<file path="src/rtl/spatz_vreg_scoreboard.sv">
// spatz_vreg_scoreboard: per-instruction vector-register hazard tracker.
// WAW/WAR stall issue; RAW is resolved per VRF word via each producer's write count.
module spatz_vreg_scoreboard #(
    parameter int unsigned NrInstr          = 4,
    parameter int unsigned NrRdPorts        = 5,
    parameter int unsigned NrWrPorts        = 3,
    parameter int unsigned NrVRegs          = 32,
    parameter int unsigned NrWordsPerVector = 4,
    parameter int unsigned MaxLMUL          = 8,
    localparam int unsigned IDW = $clog2(NrInstr),
    localparam int unsigned VW  = $clog2(NrVRegs),
    localparam int unsigned WW  = $clog2(MaxLMUL * NrWordsPerVector)
) (
    input  logic                     clk_i,
    input  logic                     rst_i,
    input  logic                     issue_valid_i,
    output logic                     issue_ready_o,
    input  logic [IDW-1:0]           issue_id_i,
    input  logic [VW-1:0]            issue_vd_i,
    input  logic [VW-1:0]            issue_vs1_i,
    input  logic [VW-1:0]            issue_vs2_i,
    input  logic                     issue_use_vd_i,
    input  logic                     issue_use_vs1_i,
    input  logic                     issue_use_vs2_i,
    input  logic                     retire_valid_i,
    input  logic [IDW-1:0]           retire_id_i,
    input  logic [NrRdPorts-1:0]     rd_req_i,
    input  logic [NrRdPorts*IDW-1:0] rd_id_i,
    input  logic [NrRdPorts*VW-1:0]  rd_vreg_i,
    input  logic [NrRdPorts*WW-1:0]  rd_word_i,
    output logic [NrRdPorts-1:0]     rd_gnt_o,
    input  logic [NrWrPorts-1:0]     wr_valid_i,
    input  logic [NrWrPorts*IDW-1:0] wr_id_i,
    input  logic [NrWrPorts*WW-1:0]  wr_word_i,
    output logic [NrInstr-1:0]       busy_o,
    output logic                     wr_err_o
);
    typedef struct packed {
        logic          valid;
        logic [VW-1:0] vd;
        logic          use_vd;
        logic [VW-1:0] vs1;
        logic          use_vs1;
        logic [VW-1:0] vs2;
        logic          use_vs2;
        logic [WW:0]   wr_cnt;
    } entry_t;

    entry_t [NrInstr-1:0] ent_q, ent_d;
    logic                 wr_err_q, wr_err_d;
    logic                 hazard;
    logic [NrInstr-1:0]   claimed;
    logic [IDW-1:0]       wid;

    always_comb begin
        hazard = 1'b0;
        for (int e = 0; e < NrInstr; e++)
            if (ent_q[e].valid && issue_use_vd_i &&
                ((ent_q[e].use_vd  && ent_q[e].vd  == issue_vd_i) ||
                 (ent_q[e].use_vs1 && ent_q[e].vs1 == issue_vd_i) ||
                 (ent_q[e].use_vs2 && ent_q[e].vs2 == issue_vd_i)))
                hazard = 1'b1;
        issue_ready_o = !rst_i && !ent_q[issue_id_i].valid && !hazard;
    end

    // Word w of a producer's vd is readable once wr_cnt has moved past w.
    always_comb begin
        rd_gnt_o = '0;
        for (int p = 0; p < NrRdPorts; p++) begin
            rd_gnt_o[p] = rd_req_i[p] && !rst_i;
            for (int e = 0; e < NrInstr; e++)
                if (ent_q[e].valid && ent_q[e].use_vd &&
                    IDW'(e) != rd_id_i[p*IDW +: IDW] &&
                    ent_q[e].vd == rd_vreg_i[p*VW +: VW] &&
                    ent_q[e].wr_cnt <= {1'b0, rd_word_i[p*WW +: WW]})
                    rd_gnt_o[p] = 1'b0;
        end
    end

    always_comb begin
        ent_d    = ent_q;
        wr_err_d = 1'b0;
        claimed  = '0;
        wid      = '0;
        for (int q = 0; q < NrWrPorts; q++) begin
            wid = wr_id_i[q*IDW +: IDW];
            if (wr_valid_i[q]) begin
                // A legal write has word == wr_cnt <= 2^WW-1, so the increment never passes the maximum.
                if (!ent_q[wid].valid || claimed[wid] || ent_q[wid].wr_cnt != {1'b0, wr_word_i[q*WW +: WW]})
                    wr_err_d = 1'b1;
                else
                    ent_d[wid].wr_cnt = ent_q[wid].wr_cnt + 1'b1;
                claimed[wid] = 1'b1;
            end
        end
        if (retire_valid_i)
            ent_d[retire_id_i].valid = 1'b0;
        if (issue_valid_i && issue_ready_o)
            ent_d[issue_id_i] = '{valid: 1'b1, vd: issue_vd_i, use_vd: issue_use_vd_i,
                                  vs1: issue_vs1_i, use_vs1: issue_use_vs1_i,
                                  vs2: issue_vs2_i, use_vs2: issue_use_vs2_i, wr_cnt: '0};
    end

    always_ff @(posedge clk_i) begin
        if (rst_i) begin
            ent_q    <= '0;
            wr_err_q <= 1'b0;
        end else begin
            ent_q    <= ent_d;
            wr_err_q <= wr_err_d;
        end
    end

    always_comb begin
        busy_o = '0;
        for (int e = 0; e < NrInstr; e++)
            busy_o[e] = ent_q[e].valid;
    end

    assign wr_err_o = wr_err_q;
endmodule
</file>
<file path="config.mk">
export PLATFORM = sky130hd
export DESIGN_NAME = spatz_vreg_scoreboard
export DESIGN_NICKNAME = d
export VERILOG_FILES = /design/src/rtl/spatz_vreg_scoreboard.sv
export SDC_FILE = /design/constraint.sdc
export NUM_CORES = 1
export LEC_CHECK = 0
export ABC_AREA = 1
export BUFFER_PORTS_ARGS = -buffer_cell sky130_fd_sc_hd__buf_2
export CORE_MARGIN = 2
export CORE_UTILIZATION = 65
export CTS_BUF_LIST = sky130_fd_sc_hd__clkbuf_16
export DETAILED_ROUTE_END_ITERATION = 16
export GPL_TIMING_DRIVEN = 0
export PLACE_DENSITY = 0.87
export SYNTH_ARGS = -nofsm -noshare
export SYNTH_HDL_FRONTEND = slang
export SYNTH_SLANG_ARGS = --single-unit
</file>
<file path="constraint.sdc">
create_clock -name clk_i -period 3.4 [get_ports clk_i]
set_input_delay 0.34 -clock clk_i [delete_from_list [all_inputs] [get_ports clk_i]]
set_output_delay 0.34 -clock clk_i [all_outputs]
set_load 0.02 [all_outputs]
</file>
==> impl_metrics.env, run 1 <==
export IMPL_crit_fanout=8
export IMPL_p_int_mw=2.05
export IMPL_die_h_um=137
export IMPL_yosysUniqueCellTypes=46
export IMPL_cts_buffers_inserted=9
export IMPL_fin_skew_ns=0.0110
export IMPL_comb_power_share_pct=26.4
export IMPL_synth_ff_type="dfxtp_1"
export IMPL_max_freq_mhz=296
export IMPL_drt_total_wl_um=44300
export IMPL_timing_hold_violations_final=0
export IMPL_rows=48
export IMPL_path_clk_slew_ns=0.07
export IMPL_num_vias=14300
export IMPL_status="completed"
export IMPL_yosysTopAreaCell="nand2_1"
export IMPL_finalCriticalPeriod_ns=3.38
export IMPL_clk_latency_ns=0.35
export IMPL_syn_to_final_growth_pct=9.63
export IMPL_endpoint_kind="output pin"
export IMPL_dieWidth_um=137
export IMPL_port_buffers=107
export IMPL_grt_pass1_vias=12600
export IMPL_path_class="reg -> out"
export IMPL_start_util_pct=66.4
export IMPL_cts_sinks=101
export IMPL_startpoint_type="flop"
export IMPL_synth_top_area_share_pct=22.6
export IMPL_ir_worst_vdd_uv=369
export IMPL_io_pins=126
export IMPL_cts_resized=0
export IMPL_final_antenna_net_count=0
export IMPL_htree_num_levels=3
export IMPL_postCtsHoldBufs=0
export IMPL_fin_nets=2362
export IMPL_switching_share_pct=34.1
export IMPL_finalMaxSlewViolations=0
export IMPL_drtIter0Drc=2001
export IMPL_fin_tns_setup_ns=0
export IMPL_syn_cell_area_um2=11500
export IMPL_timing_hold_ws_ns=0.271
export IMPL_grt_pass1_wl_um=66500
export IMPL_drive_above_1_share_pct=10.3
export IMPL_dieArea_um2=18800
export IMPL_rsz0062_at_grt="no"
export IMPL_synthTopCellsByArea="nand2_1 23%, dfxtp_1 18%, ha_1 11%, nor2_1 9.6%, inv_1 7.1%"
export IMPL_clk_path_buf_depth=2
export IMPL_syn_nets=2244
export IMPL_cp_arrival_ns=3.04
export IMPL_total_leakage_power_nw=6.81
export IMPL_viasPerCell=6.01
export IMPL_gp_congestion=1.02
export IMPL_clockRootBuffer="clkbuf_16"
export IMPL_p_switching_mw=1.06
export IMPL_synth_edff_count=0
export IMPL_p_per_area_nw_per_um2=247
export IMPL_grt_overflow=0
export IMPL_fill_cells=1540
export IMPL_antenna_found_initial=0
export IMPL_yosysWarnings=0
export IMPL_ys_ff_latch=101
export IMPL_setup_violations=0
export IMPL_antenna_cells=0
export IMPL_post_cts_setup_buffer_count=0
export IMPL_track_usage_pct=46.1
export IMPL_cap_violations=0
export IMPL_worstMarginPinSlew_ns=0.958
export IMPL_grt_max_degree=17
export IMPL_async_flop_share_pct=0
export IMPL_fin_util_pct=72.9
export IMPL_tritoncts="built"
export IMPL_syn_inst=2026
export IMPL_timing_slew_headroom_pct=35.7
export IMPL_power_share_clock_pct=33.7
export IMPL_p_seq_share_pct=39.9
export IMPL_avgRoutedWirePerCell_um=18.7
export IMPL_worstHoldPathType="in -> reg"
export IMPL_drc_errors=0
export IMPL_fin_crit_sh_pct=99.3
export IMPL_syn_area_per_cell_um2=5.67
export IMPL_cp_required_ns=3.06
export IMPL_coreArea_um2=17300
export IMPL_dr_pass1_iters=7
export IMPL_seq_area_frac_synth_pct=17.6
export IMPL_dp_hpwl_um=33500
## cell families (layout without fill, tap and decap cells)
family / count (synthesis) / after routing / share of synthesized area (%)
and+or+nand+nor: 1226 / 1226 / 44.5
DFF: 101 / 101 / 17.6
xor gates and xnor gates: 53 / 53 / 4.04
adders and majority gates: 103 / 103 / 11.2
AOI/OAI and AO/OA: 214 / 214 / 10.7
buffers and inverters: 329 / 451 / 11.9
## sequential cells by signal, indices dropped and copies added (netlist names)
signal / count
ent_q: 96
wr_err_o: 1
busy_o: 4
## cells in the mapped netlist, types with 2 or more instances
library cell	count
nor2_1	295
o21ai_1	12
xnor2_1	26
or2_1	2
o2111ai_1	7
o211ai_1	9
o21bai_1	8
nor4_1	8
a221oi_1	2
a41oi_1	2
buf_1	6
o221ai_1	2
clkbuf_1	27
inv_1	218
buf_6	5
buf_2	41
nand3_1	119
xor2_1	27
a211oi_1	8
nand2_2	4
a21oi_1	84
nor3b_1	2
o31ai_1	2
nand3b_1	5
inv_2	18
nand3_2	3
ha_1	103
buf_4	11
a31oi_1	2
clkinv_1	3
nor2_4	5
nand3_4	3
nand2_1	692
dfxtp_1	101
o21ai_0	48
o22ai_1	23
nor3_1	20
nand4_1	58
nor2_2	8
## worst paths after layout
| check | slack [ns] | cells after the start | start | end |
|---|---|---|---|---|
| setup / recovery | 0.02 | 8 | busy_o[3]$_SDFF_PP0_ | rd_gnt_o[2] |
| setup reg to reg | 0.63 | 13 | ent_q[2]$_SDFF_PP0_ | ent_q[30]$_SDFF_PP0_ |
| hold reg to reg | 0.47 | 2 | ent_q[56]$_SDFFE_PP0P_ | ent_q[56]$_SDFFE_PP0P_ |
| hold / removal | 0.27 | 3 | issue_vs2_i[0] | ent_q[32]$_SDFFE_PP0P_ |
## critical path, stage by stage (launching register included)
cell,delay [ns]
dfxtp_1,0.65
inv_1,0.21
nor3_1,0.69
nand4_1,0.18
a211oi_1,0.48
o21ai_0,0.19
nand2_1,0.09
nor2_1,0.05
buf_2,0.15
## area by class of cell
class / count / area [µm²] / area share (%)
multi-input cells: 1596 / 8110 / 64.3
flip-flops and latches: 101 / 2020 / 16.0
inverters: 239 / 897 / 7.12
repair buffers: 107 / 536 / 4.25
plain buffers: 90 / 468 / 3.71
well taps: 225 / 282 / 2.23
clock buffers: 9 / 225 / 1.79
clock inverters: 6 / 65.1 / 0.516
## power groups by stage
stage | Clock [mW] | Sequential [mW] | Combinational, mW
2_1_floorplan | 0 | 1.26 | 0.526
3_3_place_gp | 0 | 1.27 | 0.766
3_5_place_dp | 0 | 1.27 | 0.791
4_1_cts | 1.03 | 1.24 | 0.795
5_1_grt | 1.07 | 1.24 | 0.899
6_report | 1.05 | 1.24 | 0.823
## metrics by stage
step | std cells | total power, mW | setup slack [ns] | instance area [µm²]
finish | 2373 | 3.11 | 0.0242 | 12600
global route | 2373 | 3.22 | 0.0534 | 12600
CTS | 2373 | 3.07 | 0.285 | 12600
detailed placement | 2358 | 2.06 | 0.674 | 12300
global placement | 2358 | 2.03 | 0.630 | 12300
floorplan | 2026 | 1.78 | 1.36 | 11500
## layer usage
metal | vias up | global-route usage [%] | wire length [µm]
met1 | 6320 | 58.6 | 16900
met5 | - | 0 | 0
met2 | 1002 | 72.5 | 19000
met4 | 0 | 27.3 | 3080
li1 | 6714 | - | -
met3 | 234 | 8.81 | 5370
## cell usage in the layout (no fill, tap or decap), types with 3 or more instances in the layout
cell type / n
a211oi_1: 8
a21oi_1: 84
buf_1: 6
buf_2: 148
buf_4: 11
buf_6: 5
clkbuf_1: 27
clkbuf_16: 9
clkinv_1: 3
clkinvlp_4: 4
dfxtp_1: 101
ha_1: 103
inv_1: 218
inv_2: 18
nand2_1: 692
nand2_2: 4
nand3_1: 119
nand3_2: 3
nand3_4: 3
nand3b_1: 5
nand4_1: 58
nor2_1: 295
nor2_2: 8
nor2_4: 5
nor3_1: 20
nor4_1: 8
o2111ai_1: 7
o211ai_1: 9
o21ai_0: 48
o21ai_1: 12
o21bai_1: 8
o22ai_1: 23
xnor2_1: 26
xor2_1: 27
(Power assumes the default switching activity.)
==> run 2: changes to the inputs <==
CORE_MARGIN = not set   (was 2)
PLACE_DENSITY = 0.88   (was 0.87)
==> impl_metrics.env, run 2 (synthesized netlist as in run 1, its figures left out) <==
export IMPL_tritoncts="built"
export IMPL_drive_above_1_share_pct=10.2
export IMPL_cts_buffers_inserted=9
export IMPL_antenna_cells=0
export IMPL_ir_worst_vdd_uv=292
export IMPL_timing_slew_headroom_pct=40.3
export IMPL_grt_max_degree=17
export IMPL_dieWidth_um=135
export IMPL_gp_congestion=1.02
export IMPL_syn_to_final_growth_pct=9.44
export IMPL_rows=48
export IMPL_final_antenna_net_count=0
export IMPL_multi_input_area_um2=8110
export IMPL_drc_errors=0
export IMPL_max_freq_mhz=313
export IMPL_avgRoutedWirePerCell_um=18.7
export IMPL_seq_area_um2=2020
export IMPL_endpoint_kind="output pin"
export IMPL_clockRootBuffer="clkbuf_16"
export IMPL_dr_pass1_iters=6
export IMPL_port_buffers=107
export IMPL_cp_arrival_ns=2.86
export IMPL_clk_path_buf_depth=2
export IMPL_dp_hpwl_um=33200
export IMPL_htree_num_levels=3
export IMPL_clk_latency_ns=0.36
export IMPL_layout_common_cells="692 x nand2_1, 295 x nor2_1, 220 x inv_1"
export IMPL_start_util_pct=66.4
export IMPL_finalCriticalPeriod_ns=3.20
export IMPL_track_usage_pct=48.6
export IMPL_regMostFlops="ent_q"
export IMPL_post_cts_setup_buffer_count=0
export IMPL_rsz0062_at_grt="no"
export IMPL_fin_crit_sh_pct=94.0
export IMPL_placed_cell_area_um2=12300
export IMPL_worstMarginPinSlew_ns=0.889
export IMPL_setup_violations=0
export IMPL_crit_fanout=8
export IMPL_coreArea_um2=17300
export IMPL_final_common_cell="nand2_1"
export IMPL_path_clk_slew_ns=0.07
export IMPL_die_h_um=135
export IMPL_viasPerCell=6.02
export IMPL_cap_violations=0
export IMPL_num_vias=14300
export IMPL_startpoint_type="flop"
export IMPL_worstHoldPathType="in -> reg"
export IMPL_io_pins=126
export IMPL_finalMaxSlewViolations=0
export IMPL_cts_sinks=101
export IMPL_p_per_area_nw_per_um2=242
export IMPL_dieArea_um2=18200
export IMPL_grt_overflow=0
export IMPL_worst_r2r_setup_slack_ns=0.33
export IMPL_largest_reg_flops=96
export IMPL_status="completed"
export IMPL_total_leakage_power_nw=6.81
export IMPL_fin_skew_ns=0.0112
export IMPL_fin_nets=2362
export IMPL_design_area_um2=12600
export IMPL_antenna_found_initial=0
export IMPL_grt_pass1_wl_um=68000
export IMPL_fin_tns_setup_ns=0
export IMPL_postCtsHoldBufs=0
export IMPL_cts_resized=0
export IMPL_cp_required_ns=3.06
export IMPL_fill_cells=1481
export IMPL_path_class="reg -> out"
export IMPL_drtIter0Drc=1901
export IMPL_drt_total_wl_um=44400
export IMPL_timing_hold_violations_final=0
export IMPL_grt_pass1_vias=13000
[run 2: cell types whose count changed in the layout (fill, tap and decap cells not counted)]
cell | previous run | this run
clkinv_1 | 3 | 4
bufinv_16 | 1 | 0
inv_1 | 218 | 220
inv_6 | 0 | 1
clkinv_2 | 1 | 0
clkinvlp_4 | 4 | 3
[run 2: power by group]
part | total (mW) | internal, mW | switching [mW]
logic | 0.826 | 0.271 | 0.555
registers | 1.24 | 1.21 | 0.0282
clock network | 0.979 | 0.492 | 0.487
total | 3.05 | 1.98 | 1.07
[run 2: layout make-up]
class	count	share of cell area, %
multi-input cells	1596	64.4
flip-flops and latches	101	16.1
inverters	239	7.13
repair buffers	107	4.26
plain buffers	90	3.72
well taps	225	2.24
clock buffers	9	1.79
clock inverters	7	0.338
[run 2: path summary, 6_finish.rpt]
check | endpoint | cells after the start | start
setup reg to reg | ent_q[55]$_SDFF_PP0_ | 11 | ent_q[2]$_SDFF_PP0_
hold / removal | ent_q[8]$_SDFFE_PP0P_ | 3 | issue_vs2_i[1]
setup / recovery | rd_gnt_o[2] | 8 | busy_o[3]$_SDFF_PP0_
hold reg to reg | ent_q[81]$_SDFFE_PP0P_ | 2 | ent_q[81]$_SDFFE_PP0P_
[run 2: critical path, cell delays in order (launching register included)]
cell and delay [ns]:
dfxtp_1 0.58, inv_1 0.18, nor3_1 0.70, nand4_1 0.19
a211oi_1 0.40, o21ai_0 0.17, nand2_1 0.09, nor2_1 0.04
buf_2 0.15
[run 2: per-stage QoR]
stage                     total power [mW]  utilization (%)  cells  hold WS (ns)  worst slack (ns)
after floorplan                       1.78                -   2026         0.437              1.36
after global placement                2.03             71.2   2358         0.453             0.776
after detailed placement              2.06             71.2   2358         0.454             0.796
after CTS                             2.99             72.7   2374         0.278             0.416
after global routing                  3.16             72.7   2374         0.277             0.179
final                                 3.05             72.7   2374         0.270             0.203
[run 2: routing by layer]
| metal | share of wire [%] | GRT usage, % | vias up |
|---|---|---|---|
| met5 | 0 | 0 | - |
| met4 | 6.9 | 32.7 | 0 |
| met3 | 12 | 9.98 | 243 |
| met2 | 43 | 76.9 | 1021 |
| met1 | 38 | 59.5 | 6321 |
| li1 | - | - | 6716 |
